**src/rtl/drive_cmd_arbiter.sv**
```systemverilog
// Drive-direction arbiter: picks the manual or autonomous command stream and issues one
// registered one-hot direction, with mode-switch stop dwell, command watchdog and e-stop.
module drive_cmd_arbiter #(
  parameter int unsigned TIMEOUT_CYCLES = 5_000_000,
  parameter int unsigned SWITCH_HOLD    = 50_000
) (
  input  logic       clk,
  input  logic       reset,
  input  logic       manual_valid,
  input  logic [7:0] manual_cmd,
  input  logic       auto_valid,
  input  logic [7:0] auto_cmd,
  input  logic       mode_req,
  input  logic       estop,
  output logic [8:0] dir,
  output logic       active_mode,
  output logic       switching,
  output logic       timeout,
  output logic       bad_cmd
);
  // state     | meaning
  // SWITCH    | forced stop dwell before handing control to the mode_req source
  // RUN_MAN   | manual stream in control
  // RUN_AUTO  | autonomous stream in control
  // ESTOP     | emergency stop held while estop is high
  typedef enum logic [1:0] {ST_SWITCH, ST_RUN_MAN, ST_RUN_AUTO, ST_ESTOP} state_e;

  localparam int unsigned WD_W = $clog2(TIMEOUT_CYCLES + 1);
  localparam int unsigned HD_W = $clog2(SWITCH_HOLD + 1);
  localparam logic [WD_W-1:0] WD_LAST = WD_W'(TIMEOUT_CYCLES - 1);
  localparam logic [HD_W-1:0] HD_LAST = HD_W'(SWITCH_HOLD - 1);
  localparam logic [8:0] DIR_STOP = 9'h100;

  state_e          state_q, state_d;
  logic [HD_W-1:0] hold_q, hold_d;
  logic [WD_W-1:0] wdog_q, wdog_d;
  logic            target_q, target_d;
  logic [8:0]      dir_q, dir_d;
  logic            mode_q, mode_d;
  logic            switching_q, switching_d;
  logic            timeout_q, timeout_d;
  logic            bad_q, bad_d;

  logic       src_valid;
  logic [7:0] src_cmd;
  logic       dec_ok;
  logic [8:0] dec_dir;

  always_comb begin
    src_valid = mode_q ? auto_valid : manual_valid;
    src_cmd   = mode_q ? auto_cmd : manual_cmd;
    dec_ok    = (src_cmd[7:4] == 4'h0);
    dec_dir   = DIR_STOP;
    case (src_cmd[3:0])
      4'b0001: dec_dir = 9'h001;
      4'b0010: dec_dir = 9'h002;
      4'b0100: dec_dir = 9'h004;
      4'b1000: dec_dir = 9'h008;
      4'b0011: dec_dir = 9'h010;
      4'b1001: dec_dir = 9'h020;
      4'b0110: dec_dir = 9'h040;
      4'b1100: dec_dir = 9'h080;
      4'b0000, 4'b0101, 4'b1010: dec_dir = DIR_STOP;
      default: dec_ok = 1'b0;
    endcase
  end

  always_comb begin
    state_d   = state_q;
    hold_d    = hold_q;
    wdog_d    = wdog_q;
    target_d  = target_q;
    dir_d     = dir_q;
    mode_d    = mode_q;
    timeout_d = timeout_q;
    bad_d     = 1'b0;
    if (estop) begin
      state_d   = ST_ESTOP;
      dir_d     = DIR_STOP;
      timeout_d = 1'b0;
      wdog_d    = '0;
      hold_d    = '0;
    end else begin
      case (state_q)
        ST_ESTOP: begin
          state_d  = ST_SWITCH;
          hold_d   = '0;
          target_d = mode_req;
        end
        ST_SWITCH: begin
          dir_d = DIR_STOP;
          // any movement of mode_req during the dwell restarts it
          if (mode_req != target_q) begin
            target_d = mode_req;
            hold_d   = '0;
          end else if (hold_q == HD_LAST) begin
            state_d   = mode_req ? ST_RUN_AUTO : ST_RUN_MAN;
            mode_d    = mode_req;
            wdog_d    = '0;
            timeout_d = 1'b0;
            hold_d    = '0;
          end else begin
            hold_d = hold_q + HD_W'(1);
          end
        end
        default: begin
          if (mode_req != mode_q) begin
            state_d  = ST_SWITCH;
            dir_d    = DIR_STOP;
            hold_d   = '0;
            target_d = mode_req;
            wdog_d   = '0;
          end else if (src_valid) begin
            wdog_d = '0;
            if (dec_ok) begin
              dir_d     = dec_dir;
              timeout_d = 1'b0;
            end else begin
              bad_d = 1'b1;
            end
          end else if (wdog_q == WD_LAST) begin
            dir_d     = DIR_STOP;
            timeout_d = 1'b1;
          end else begin
            wdog_d = wdog_q + WD_W'(1);
          end
        end
      endcase
    end
    switching_d = (state_d == ST_SWITCH) || (state_d == ST_ESTOP);
  end

  always_ff @(posedge clk or posedge reset) begin
    if (reset) begin
      state_q     <= ST_SWITCH;
      hold_q      <= '0;
      wdog_q      <= '0;
      target_q    <= 1'b0;
      dir_q       <= DIR_STOP;
      mode_q      <= 1'b0;
      switching_q <= 1'b1;
      timeout_q   <= 1'b0;
      bad_q       <= 1'b0;
    end else begin
      state_q     <= state_d;
      hold_q      <= hold_d;
      wdog_q      <= wdog_d;
      target_q    <= target_d;
      dir_q       <= dir_d;
      mode_q      <= mode_d;
      switching_q <= switching_d;
      timeout_q   <= timeout_d;
      bad_q       <= bad_d;
    end
  end

  assign dir         = dir_q;
  assign active_mode = mode_q;
  assign switching   = switching_q;
  assign timeout     = timeout_q;
  assign bad_cmd     = bad_q;

endmodule

```
**config.mk**
```make
export PLATFORM = sky130hd
export DESIGN_NAME = drive_cmd_arbiter
export DESIGN_NICKNAME = d
export VERILOG_FILES = /design/src/rtl/drive_cmd_arbiter.sv
export SDC_FILE = /design/constraint.sdc
export NUM_CORES = 1
export LEC_CHECK = 0
export ABC_AREA = 1
export CORE_UTILIZATION = 49
export DETAILED_ROUTE_END_ITERATION = 8
export PLACE_DENSITY = 0.68
export SLEW_MARGIN = 10
export SYNTH_ARGS = -nofsm -noshare
export SYNTH_HDL_FRONTEND = slang
export SYNTH_SLANG_ARGS = --single-unit
```
**constraint.sdc**
```tcl
create_clock -name clk -period 4.3 [get_ports clk]
set_input_delay 0.86 -clock clk [delete_from_list [all_inputs] [get_ports clk]]
set_output_delay 0.86 -clock clk [all_outputs]
set_load 0.02 [all_outputs]
```
# Word-level counts from Yosys, hierarchy flattened
# Cells that the tools add are included.
[word_totals] word_cells=97 input_bits=22 register_bits=55 output_inout_bits=13
[op_classes] n_eq_ne=24 n_bitwise=2 n_addsub=2 n_reduce_logical=16 n_mux=44
[op_table] cell="$mux W23" n=6
[op_table] cell="$pmux W9 S8" n=1
[op_table] cell="$mux W16" n=4
[op_table] cell="$pmux W23 S2" n=1
[op_table] cell="$mux W9" n=5
[op_table] cell="$pmux W16 S2" n=1
[op_table] cell="$add A23 B1 Y23 const B" n=1
[op_table] cell="$eq A23 B23 Y1 const B" n=1
[op_table] cell="$pmux W9 S2" n=1
[op_table] cell="$add A16 B1 Y16 const B" n=1
[op_table] cell="$eq A16 B16 Y1 const B" n=1
[op_table] cell="$eq A4 B4 Y1 const B" n=4
[op_table] cell="$mux W1" n=16
[op_table] cell="$eq A4 B3 Y1 const B" n=3
[op_table] cell="$reduce_or A11 Y1" n=1
[op_table] cell="$mux W2" n=5
[op_table] cell="$eq A4 B2 Y1 const B" n=2
[op_table] cell="$logic_not A4 Y1" n=2
[op_table] cell="$mux W8" n=1
[op_table] cell="$reduce_and A4 Y1" n=2
[op_table] cell="$reduce_bool A4 Y1" n=2
[op_table] cell="$ne A3 B3 Y1 const B" n=2
[op_table] cell="$reduce_and A3 Y1" n=2
[op_table] cell="$reduce_and A6 Y1" n=1
[op_table] cell="16 further kinds" n=22

# Longest topological paths before layout
# Gate-level depths: netlist (run 1).
[logic_depth] ltp_word=9 mapped_depth=13

# Worst setup path after synthesis (run 1)
# OpenSTA, ideal clock, no wires.
[synth_path] path_type="input port to flip-flop" startpoint="input port estop" endpoint="register wdog_q[18]" required_ns=4.181 setup_slack_ns=2.263 stages=10 setup_time_ns=0.119 arrival_ns=1.918 path_buffers=2 path_cell_list="buf_4 -> inv_4 -> nand4_2 -> nor2_2 -> inv_2 -> nor2_4 -> nor2_4 -> buf_6 -> a21oi_1 -> nor2_1"
[synth_via] elab_chain_len=2 elab_cells_between_ends=6 cone_classes="eq/ne: 4; mux: 1; reduce/logical: 1"
[synth_lines] item="from (decl)" line_no="14" source="input logic estop,"
[synth_lines] item="$ne A5 B4 Y1 (no line), or another cell as far along"
[synth_lines] item="$reduce_and A4 Y1 (no line)"
[synth_lines] item="to (signal assigned)" line_no="147" source="wdog_q <= wdog_d;"
[synth_lines] item="to (decl)" line_no="36" source="logic [WD_W-1:0] wdog_q, wdog_d;"
# Several ways; a longest one is shown, not always the timed one.
# A chain may end at the register's enable or synchronous reset.

# Worst setup path after layout (run 1)
[layout_path] startpoint="input port estop" endpoint="register wdog_q[12]"
# Same word-level chain as after synthesis.

==> summary.md, run 1 <==
* complete, no violations — run status
* 148 — detailed router's first-iteration violation count
* 34 — count of input and output buffers
* 0 — number of antenna violations at the first check in global routing
* 518 — Cells after Synth
* 40 — number of library cell types mapped by synthesis
* 0.903 — global placement routability congestion
* 46.8% — max-slew headroom at the worst pin
* 0 — total number of yosys warnings
* 7410 um — Detailed Route WL
* input pin — kind of start point of the critical path
* 642 — Inst Count DP
* wdog_q[12] — worst reg2reg endpoint
* 35 — Top-Level Pins
* 55 — # clock sinks
* 0 — Inserted Diodes
* 37.7% — sequential share of the synthesized area
* 0 — number of pins exceeding their max-slew limit in the final report
* reg2reg — Hold WC Path Type
* estop — timing startpoint of the critical path
* 650 — final cell count without fillers
* 0 — count of max-cap constraint violations
* 36.3% — Yosys top cell area share
* 364 MHz — maximum frequency from static timing analysis
* 797 ps — Least-Margin Pin Slew
* 0 ps — TNS Setup
* 160 uV — Peak VDD IR
* 2950 ps — data arrival time at the worst-slack endpoint
* 41 — maximum number of pins on one net before global-route repair
* 4500 ps — Worst Path Required
* 2990 — number of global-route vias before repair
* sky130_fd_sc_hd__dfrtp_1 — cell type with the highest aggregate area in the netlist
* 7250 sq um — core area
* 4 — TritonRoute pass-1 iters
* in2reg — Crit Path Category
* 2750 ps — final worst path period need
* 10.1 ps — Fin Clk Skew
* 0 — antenna viol nets, final
* 12 — depth of the worst register-to-register path
* 5.01 — Vias per Instance
* sky130_fd_sc_hd__clkbuf_8 — Root Buffer Master
* 0 — number of endpoints failing setup at the final stage
* 0 — Post CTS Setup Buffer Count
* 3255 — vias post-DR
* 21.0% — global-route usage over all layers
* 5690 um — dpl hpwl
* 7820 sq um — Die Outline Area
* flip-flop — CP Capture Type
* 3660 sq um — cell area after synthesis
* wdog_q[12] — termination of the worst setup path
* 88.4 um — horizontal die dimension
* 50.4% — Initial Util
* 11.8% — proportion of layout cells with a drive suffix above 1
* 31 — FP Rows
* 2 — H-tree Lvls
* 0 — number of DRC violations after detailed routing
* hold_q[0] — startpoint of the worst register-to-register path
* 1.85 nW — Static Leakage
* 576 — net count of the finished layout
* 1220 ps — Setup Slack @ Placement
* 55 — Seq cells post-synth
* 0 — number of gates given a new drive strength after cts
* 63.9% — final worst-path cycle share
* 7.06 sq um — synthesized area per cell
* 0 — count of endpoints failing hold in the final timing report
* 2 — maximum count of clock buffers along a single path
* 0 — total overflow reported by the global router
* 544 — Synthesized Nets
* 40 — crit path max fanout
* false — unrepaired setup endpoints after global routing
* 13100 um — wire length of the first global-routing pass
* 244 nW/um^2 — total power density per cell area
* 1550 ps — worst setup margin
* yes — CTS tree
* 12.4% — area growth from synthesis to layout
* 90 ps — Worst-path clk slew
* sky130_fd_sc_hd__dfrtp_1 36%, sky130_fd_sc_hd__nand2_1 13%, sky130_fd_sc_hd__nor2_1 7.5% — cells taking the most area after synthesis
* 310 ps — clock latency at the later pin of the worst-skew pair
* 692 — number of inserted filler cells in the final layout
* 11.4 um — detail-routed net length per standard cell
* 5 — TritonCTS buffer count
* 0 — number of hold buffers added after cts
* 1990 ps — internal reg-to-reg setup slack
* 88.4 um — floorplan die height
[cells by family (layout without fill, tap and decap cells)]
group	count (synthesis)	count (layout)	share of synthesized area (%)
compound gates	57	57	9.44
xor+xnor	3	3	0.718
fa+ha+maj	4	4	1.37
buf+inv	84	117	10.5
flops	55	55	37.7
mux	1	1	0.274
simple gates	314	314	40.0
[registers in the layout, summed over array words and instances, names as in the netlist]
signal,cells
timeout,1
wdog_q,23
bad_cmd,1
active_mode,1
dir,9
state_q,2
hold_q,16
target_q,1
switching,1
[metal layers]
layer	up-vias	GRT usage (%)	routed length, um
met5	-	0	0
met4	0	5.87	92
met3	7	3.08	187
met2	51	35.3	3430
met1	1482	28.1	3700
li1	1715	-	-
[worst min-delay path by stage]
stage,from,endpoint,slack (ps),cells after the start
2_1_floorplan,hold_q[5],hold_q[5],470,1
3_3_place_gp,dir[6],dir[6],460,2
3_5_place_dp,dir[1],dir[1],470,2
4_1_cts,dir[1],dir[1],490,2
5_1_grt,dir[8],dir[8],510,2
6_report,dir[1],dir[1],490,2
[worst max-delay path: stages]
cell and delay, ps:
sky130_fd_sc_hd__clkdlybuf4s50_1 700, sky130_fd_sc_hd__inv_4 110, sky130_fd_sc_hd__nand4_2 140, sky130_fd_sc_hd__nor2_2 70, sky130_fd_sc_hd__inv_2 70, sky130_fd_sc_hd__nor2_4 40
sky130_fd_sc_hd__nor2_4 620, sky130_fd_sc_hd__nand3_1 170, sky130_fd_sc_hd__nand2_1 110, sky130_fd_sc_hd__nor2_1 50
[report_power, final]
part           switching (mW)  internal, mW
sequential            0.00814         0.531
clock                   0.164         0.115
combinational           0.118        0.0663
total                   0.290         0.713
[metrics by stage]
stage / total power, mW / cell area (sq um) / utilization [%] / hold WS (ps)
finish: 1.00 / 4110 / 56.7 / 488
global route: 1.06 / 4110 / 56.7 / 514
CTS: 1.02 / 4110 / 56.7 / 493
detailed placement: 0.737 / 4030 / 55.6 / 468
global placement: 0.733 / 4030 / 55.6 / 464
floorplan: 0.690 / 3660 / - / 468
[cell usage in the layout (no fill, tap or decap), types with 5 or more instances in the layout]
cell,netlist,routed
sky130_fd_sc_hd__nand3_1,42,42
sky130_fd_sc_hd__o21ai_2,12,12
sky130_fd_sc_hd__nand2_1,129,129
sky130_fd_sc_hd__clkbuf_8,0,5
sky130_fd_sc_hd__nor2_4,5,5
sky130_fd_sc_hd__clkdlybuf4s50_1,0,34
sky130_fd_sc_hd__dfrtp_1,53,53
sky130_fd_sc_hd__inv_1,65,64
sky130_fd_sc_hd__o21ai_0,12,12
sky130_fd_sc_hd__nand4_1,15,15
sky130_fd_sc_hd__nor2_2,6,6
sky130_fd_sc_hd__nand2_2,9,9
sky130_fd_sc_hd__inv_2,7,8
sky130_fd_sc_hd__nor2_1,73,73
sky130_fd_sc_hd__a21oi_1,25,25
sky130_fd_sc_hd__nor3_1,18,18
[Yosys cell counts]
cell type                  count
sky130_fd_sc_hd__nor2_4        5
sky130_fd_sc_hd__nand2_1     129
sky130_fd_sc_hd__o21ai_2      12
sky130_fd_sc_hd__buf_4         1
sky130_fd_sc_hd__clkbuf_1      1
sky130_fd_sc_hd__a211oi_1      1
sky130_fd_sc_hd__o22ai_1       3
sky130_fd_sc_hd__or2_2         3
sky130_fd_sc_hd__nand3b_1      1
sky130_fd_sc_hd__inv_4         1
sky130_fd_sc_hd__o21bai_1      1
sky130_fd_sc_hd__inv_1        65
sky130_fd_sc_hd__o21ai_0      12
sky130_fd_sc_hd__buf_2         1
sky130_fd_sc_hd__nand2_2       9
sky130_fd_sc_hd__nand3_2       3
sky130_fd_sc_hd__and2_1        1
sky130_fd_sc_hd__nor3_2        1
sky130_fd_sc_hd__inv_2         7
sky130_fd_sc_hd__nand3_1      42
sky130_fd_sc_hd__nand4_2       1
sky130_fd_sc_hd__nor4_1        1
sky130_fd_sc_hd__nand4_1      15
sky130_fd_sc_hd__dfstp_2       2
sky130_fd_sc_hd__buf_8         1
sky130_fd_sc_hd__xnor2_1       3
sky130_fd_sc_hd__nand3_4       1
sky130_fd_sc_hd__clkinv_4      1
sky130_fd_sc_hd__nor2_2        6
sky130_fd_sc_hd__nor2_1       73
sky130_fd_sc_hd__buf_6         6
sky130_fd_sc_hd__nor3b_1       1
sky130_fd_sc_hd__a21oi_2       1
sky130_fd_sc_hd__nor3_1       18
sky130_fd_sc_hd__ha_1          4
sky130_fd_sc_hd__nand2_4       4
sky130_fd_sc_hd__mux2i_1       1
sky130_fd_sc_hd__a21oi_1      25
sky130_fd_sc_hd__a31oi_1       2
sky130_fd_sc_hd__dfrtp_1      53
[final cells by class]
type | count | area [sq um] | area share (%)
clock inverter | 1 | 5.00 | 0.122
tap | 99 | 124 | 3.01
timing repair buffer | 35 | 348 | 8.46
sequential | 55 | 1380 | 33.5
multi-input combinational | 379 | 1900 | 46.1
inverter | 74 | 285 | 6.94
clock buffer | 7 | 76.3 | 1.86
No activity file was read; power rests on OpenSTA's default activity.
==> run 2: changes to the inputs <==
--- a/config.mk
+++ b/config.mk
@@ -8,7 +8,7 @@
 export ABC_AREA = 1
 export CORE_UTILIZATION = 49
 export DETAILED_ROUTE_END_ITERATION = 8
-export PLACE_DENSITY = 0.68
+export PLACE_DENSITY = 0.71
 export SLEW_MARGIN = 10
 export SYNTH_ARGS = -nofsm -noshare
 export SYNTH_HDL_FRONTEND = slang
==> constraint.sdc (replaced) <==
create_clock -name clk -period 2.4 [get_ports clk]
set_input_delay 0.48 -clock clk [delete_from_list [all_inputs] [get_ports clk]]
set_output_delay 0.48 -clock clk [all_outputs]
set_load 0.02 [all_outputs]
==> run 2 against run 1 <==
Global-route usage rose by 0.47 points; clock power rose by 100%; critical path depth fell by 9; hold slack got worse by 13 ps; non-clock buffer count rose by 5; count of clock-buffer cells in the layout fell by 2; combinational power rose by 92%; die area did not move; final cell count rose by 0.77%; largest power group unchanged.
==> summary.md, run 2 (synthesized netlist as in run 1, its figures left out) <==
* 88.4 um — floorplan die height, unchanged
* 468 MHz — maximum frequency from static timing analysis
* 50.4% — Initial Util, unchanged
* 5 — TritonCTS buffer count, unchanged
* buffers and inverters — kind of cell adding the most delay to the critical path, was simple AND/OR/NAND/NOR gates
* complete, no violations — run status, unchanged
* 0 — number of gates given a new drive strength after cts, unchanged
* 7250 sq um — core area, unchanged
* 0 — antenna viol nets, final, unchanged
* 129 x sky130_fd_sc_hd__nand2_1, 73 x sky130_fd_sc_hd__nor2_1, 64 x sky130_fd_sc_hd__inv_1 — commonest non-fill, non-tap cells in the layout, unchanged
* 88.4 um — horizontal die dimension, unchanged
* 0 — number of antenna violations at the first check in global routing, unchanged
* 2 — maximum count of clock buffers along a single path, unchanged
* 1 — worst path bufs/invs, was 3
* 4190 sq um — summed area of non-filler cells in the final layout, was 4110 sq um
* 1920 ps — Worst Path Required, was 4500 ps
* 0 — number of pins exceeding their max-slew limit in the final report, unchanged
* clkdlybuf4s50_1 — Cell Chain, Critical Path, was clkdlybuf4s50_1, inv_4, nand4_2, nor2_2, inv_2, nor2_4, nor2_4, nand3_1, nand2_1, nor2_1
* sky130_fd_sc_hd__nand2_1 — most common cell after layout, fill and taps aside, unchanged
* 1.89 nW — Static Leakage, was 1.85 nW
* 0 — number of endpoints failing setup at the final stage, unchanged
* 2 — H-tree Lvls, unchanged
* 0 ps — TNS Setup, unchanged
* 34 — count of input and output buffers, unchanged
* 581 — net count of the finished layout, was 576
* 320 ps — clock latency at the later pin of the worst-skew pair, was 310 ps
* 21.5% — global-route usage over all layers, was 21.0%
* 0 — total overflow reported by the global router, unchanged
* 0 — Post CTS Setup Buffer Count, unchanged
* 3330 — vias post-DR, was 3255
* dir[6] — worst reg2reg endpoint, was wdog_q[12]
* 689 — number of inserted filler cells in the final layout, was 692
* 57.8% — final design utilization, was 56.7%
* 13 — crit path max fanout, was 40
* 35 — Top-Level Pins, unchanged
* 1660 ps — data arrival time at the worst-slack endpoint, was 2950 ps
* 89.1% — final worst-path cycle share
* 2140 ps — final worst path period need
* yes — CTS tree, unchanged
* 0.866 — global placement routability congestion, was 0.903
* active_mode — startpoint of the worst register-to-register path, was hold_q[0]
* 0 — number of hold buffers added after cts, unchanged
* 4 — TritonRoute pass-1 iters, unchanged
* in2async — Hold WC Path Type, was reg2reg
* 0 — count of max-cap constraint violations, unchanged
* sky130_fd_sc_hd__clkdlybuf4s50_1 — cell with the largest stage delay on the worst path, unchanged
* 4090 sq um — Post-Place Cell Area, was 4030 sq um
* sky130_fd_sc_hd__clkbuf_8 — Root Buffer Master, unchanged
* 7820 sq um — Die Outline Area, unchanged
* wdog_q — Most flops, register, unchanged
* 7680 um — Detailed Route WL, was 7410 um
* 158 — detailed router's first-iteration violation count, was 148
* primary output — CP Capture Type, was flip-flop
* false — unrepaired setup endpoints after global routing, unchanged
* flip-flop — kind of start point of the critical path, was input pin
* 31 — FP Rows, unchanged
* 55 — # clock sinks, unchanged
* 12.9% — proportion of layout cells with a drive suffix above 1, was 11.8%
* 9 — depth of the worst register-to-register path, was 12
* 11.7 um — detail-routed net length per standard cell, was 11.4 um
* 69.9% — max-slew headroom at the worst pin, was 46.8%
* 5.08 — Vias per Instance, was 5.01
* 13300 um — wire length of the first global-routing pass, was 13100 um
* 0 — number of DRC violations after detailed routing, unchanged
* 690 ps — delay contributed by the slowest stage of the critical path, was 700 ps
* 12.7 ps — Fin Clk Skew, was 10.1 ps
* 23 — number of flip-flops under the largest register name, unchanged
* 3039 — number of global-route vias before repair, was 2990
* 452 nW/um^2 — total power density per cell area, was 244 nW/um^2
* 416 uV — Peak VDD IR, was 160 uV
* 0 — Inserted Diodes, unchanged
* 420 ps — internal reg-to-reg setup slack, was 1990 ps
* reg2out — Crit Path Category, was in2reg
* 14.5% — area growth from synthesis to layout, was 12.4%
* 5760 um — dpl hpwl, was 5690 um
* 120 ps — Worst-path clk slew, was 90 ps
* 41 — maximum number of pins on one net before global-route repair, unchanged
* 451 ps — Least-Margin Pin Slew, was 797 ps
* 0 — count of endpoints failing hold in the final timing report, unchanged
-- run 2: cell types whose count changed in the layout (fill, tap and decap cells not counted), sizes merged --
cell / delta
clkbuf: -2
inv: +2
buf: +5
-- run 2: per-stage QoR --
stage	setup slack, ps	hold WS (ps)	total power [mW]	instances
after CTS	247	481	1.92	655
after detailed placement	158	471	1.34	647
after global routing	178	511	1.98	655
after floorplan	580	468	1.24	518
final	262	475	1.89	655
after global placement	176	463	1.34	647
-- run 2: layout make-up --
| type | count | area [sq um] | share of cell area (%) |
|---|---|---|---|
| clock inverter | 3 | 26.3 | 0.627 |
| timing repair buffer | 40 | 410 | 9.80 |
| multi-input combinational | 379 | 1900 | 45.3 |
| tap | 99 | 124 | 2.96 |
| clock buffer | 5 | 68.8 | 1.64 |
| inverter | 74 | 285 | 6.81 |
| sequential | 55 | 1380 | 32.9 |
-- run 2: report_power, final --
group	leakage (nW)	total [mW]	internal, mW	switching [mW]
sequential	0.752	0.967	0.952	0.0149
combinational	1.09	0.355	0.139	0.217
clock	0.0491	0.571	0.216	0.355
-- run 2: worst max-delay path by stage --
stage	from	end	slack [ps]	depth (start not counted)
finish	active_mode	active_mode	260	1
global placement	estop	wdog_q[17]	180	10
global route	active_mode	active_mode	180	1
CTS	active_mode	active_mode	250	1
detailed placement	estop	wdog_q[22]	160	10
floorplan	reset	active_mode	580	1
-- run 2: routing by layer --
layer	track usage (%)	wire length, um	part of all wire, %	up-vias
li1	-	-	-	1739
met1	28.5	3760	49	1512
met2	36.2	3540	46	68
met3	3.54	276	3.6	11
met4	5.72	103	1.3	0
met5	0	0	0	-
==> run 3: changes to the inputs <==
--- a/config.mk
+++ b/config.mk
@@ -6,6 +6,7 @@
 export NUM_CORES = 1
 export LEC_CHECK = 0
 export ABC_AREA = 1
+export CORE_MARGIN = 8
 export CORE_UTILIZATION = 49
 export DETAILED_ROUTE_END_ITERATION = 8
 export PLACE_DENSITY = 0.71
==> run 3 against run 2 <==
Highest routed layer unchanged; first-iteration DRC count shrank 32%; non-clock buffer count stayed put; count of clock-buffer cells in the layout unchanged; global-route usage fell by 5.3 points; worst setup slack gained 1.4 ps; critical endpoint unchanged; register-to-register slack gained 20 ps; clock power shrank 8.4%; core utilization down 0.086 points; clock skew shrank 4.9 ps; sequential share of layout area about the same.
==> summary.md, run 3 (synthesized netlist as in run 1, its figures left out) <==
* 10500 sq um — Die Outline Area, was 7820 sq um
* 0 — count of endpoints failing hold in the final timing report, unchanged
* 35 — Top-Level Pins, unchanged
* wdog_q — Most flops, register, unchanged
* 0 — number of endpoints failing setup at the final stage, unchanged
* 102 um — floorplan die height, was 88.4 um
* 4.96 — Vias per Instance, was 5.08
* 0.553 mW — total net switching power, was 0.587 mW
* 16.2% — global-route usage over all layers, was 21.5%
* reg2out — Crit Path Category, unchanged
* 2 — maximum count of clock buffers along a single path, unchanged
* 69.3% — max-slew headroom at the worst pin, was 69.9%
* false — unrepaired setup endpoints after global routing, unchanged
* buffers and inverters — kind of cell adding the most delay to the critical path, unchanged
* 23 — number of flip-flops under the largest register name, unchanged
* 28.3% — clock group share of total power, was 30.2%
* 27.7% — met2 demand-to-capacity share in global routing, was 36.2%
* sky130_fd_sc_hd__clkdlybuf4s50_1 — cell with the largest stage delay on the worst path, unchanged
* 2 — H-tree Lvls, unchanged
* 0 — count of max-cap constraint violations, unchanged
* 102 um — horizontal die dimension, was 88.4 um
* 310 ps — clock latency at the later pin of the worst-skew pair, was 320 ps
* 7960 um — Detailed Route WL, was 7680 um
* reg2reg — Hold WC Path Type, was in2async
* 19.3% — combinational power share, was 18.8%
* 13900 um — wire length of the first global-routing pass, was 13300 um
* 89.0% — final worst-path cycle share, was 89.1%
* 3115 — number of global-route vias before repair, was 3039
* 5 — TritonCTS buffer count, unchanged
* 1.29 mW — total internal power, was 1.31 mW
* 12.9% — proportion of layout cells with a drive suffix above 1, unchanged
* 30.0% — Net Sw Frac, was 31.0%
* 20.0% — met1 capacity usage during global routing, was 28.5%
* yes — CTS tree, unchanged
* 6120 um — dpl hpwl, was 5760 um
* 56 — maximum number of pins on one net before global-route repair, was 41
* 468 MHz — maximum frequency from static timing analysis, about the same
* 1 — worst path bufs/invs, unchanged
* 0.860 — global placement routability congestion, was 0.866
* 461 ps — Least-Margin Pin Slew, was 451 ps
* 0 ps — TNS Setup, unchanged
* 1.88 nW — Static Leakage, was 1.89 nW
* 0 — number of DRC violations after detailed routing, unchanged
* 0 — antenna viol nets, final, unchanged
* 581 — net count of the finished layout, unchanged
* 107 — detailed router's first-iteration violation count, was 158
* 442 nW/um^2 — total power density per cell area, was 452 nW/um^2
* 31 — FP Rows, unchanged
* 3.61% — met3 Track Usage GR, was 3.54%
* 0 — Inserted Diodes, unchanged
* 0 — number of hold buffers added after cts, unchanged
* 55 — # clock sinks, unchanged
* 7.76 ps — Fin Clk Skew, was 12.7 ps
* 1920 ps — Worst Path Required, about the same
* 1 — logic depth of the worst path, buffers included, unchanged
* 50.4% — Initial Util, unchanged
* 0 — number of antenna violations at the first check in global routing, unchanged
* 285 uV — Peak VDD IR, was 416 uV
* clkdlybuf4s50_1 — Cell Chain, Critical Path, unchanged
* 100 ps — Worst-path clk slew, was 120 ps
* 11 — depth of the worst register-to-register path, was 9
* 699 — number of inserted filler cells in the final layout, was 689
* 1.85 mW — overall power after layout, was 1.89 mW
* complete, no violations — run status, unchanged
* met2 — GRT Max-Usage Layer, unchanged
* 52.4% — part of the total power dissipated in sequential elements, was 51.1%
* 7250 sq um — core area, unchanged
* 0 — number of pins exceeding their max-slew limit in the final report, unchanged
* 12.2 um — detail-routed net length per standard cell, was 11.7 um
* 0 — Post CTS Setup Buffer Count, unchanged
* 34 — count of input and output buffers, unchanged
* 3252 — vias post-DR, was 3330
* 0 — total overflow reported by the global router, unchanged
* primary output — CP Capture Type, unchanged
* 2140 ps — final worst path period need, about the same
* 700 ps — delay contributed by the slowest stage of the critical path, was 690 ps
* 2 — count of cells along the worst hold path
* sky130_fd_sc_hd__nand2_1 — most common cell after layout, fill and taps aside, unchanged
* 0 — number of gates given a new drive strength after cts, unchanged
* sky130_fd_sc_hd__clkbuf_8 — Root Buffer Master, unchanged
* 1660 ps — data arrival time at the worst-slack endpoint, about the same
* flip-flop — kind of start point of the critical path, unchanged
* 13 — crit path max fanout, unchanged
* 14.3% — area growth from synthesis to layout, was 14.5%
* 129 x sky130_fd_sc_hd__nand2_1, 73 x sky130_fd_sc_hd__nor2_1, 64 x sky130_fd_sc_hd__inv_1 — commonest non-fill, non-tap cells in the layout, unchanged
* 4 — TritonRoute pass-1 iters, unchanged
==> run 3: changes by cell type in the layout (fill, tap and decap cells not counted), sizes merged <==
| cell | change |
|---|---|
| clkinvlp | +2 |
| inv | -2 |
==> run 3: power groups by stage <==
stage | Combinational [mW] | Sequential, mW | Clock (mW)
3_5_place_dp | 0.357 | 0.985 | 0
5_1_grt | 0.397 | 0.971 | 0.571
4_1_cts | 0.358 | 0.968 | 0.539
2_1_floorplan | 0.238 | 0.998 | 0
3_3_place_gp | 0.350 | 0.985 | 0
6_report | 0.356 | 0.967 | 0.523
==> run 3: cell type report <==
type | instances | area (sq um) | share of cell area [%]
Multi-Input combinational cell | 379 | 1900 | 45.3
Tap cell | 99 | 124 | 2.96
Clock inverter | 3 | 20.0 | 0.479
Inverter | 74 | 285 | 6.82
Timing Repair Buffer | 40 | 410 | 9.81
Sequential cell | 55 | 1380 | 33.0
Clock buffer | 5 | 68.8 | 1.65
==> run 3: worst paths after layout <==
| check | to | from | slack, ps |
|---|---|---|---|
| max in group asynchronous | dir[8] | reset | 1580 |
| setup reg to reg | wdog_q[17] | state_q[0] | 440 |
| hold / removal | dir[1] | dir[1] | 490 |
| setup / recovery | active_mode | active_mode | 260 |
| hold reg to reg | dir[1] | dir[1] | 490 |
| min in group asynchronous | hold_q[6] | reset | 530 |
==> run 3: layer usage <==
| metal | routed length (um) | share of wire, % |
|---|---|---|
| met3 | 340 | 4.3 |
| met4 | 70 | 0.88 |
| met1 | 3850 | 48 |
| met5 | 0 | 0 |
| met2 | 3700 | 46 |
==> run 3: through the flow <==
step / setup slack, ps / utilization (%) / cell area (sq um) / hold WS (ps) / instances
global placement: 252 / 56.4 / 4090 / 470 / 647
detailed placement: 188 / 56.4 / 4090 / 467 / 647
floorplan: 580 / - / 3660 / 468 / 518
global route: 195 / 57.7 / 4180 / 514 / 655
finish: 264 / 57.7 / 4180 / 491 / 655
CTS: 249 / 57.7 / 4180 / 493 / 655
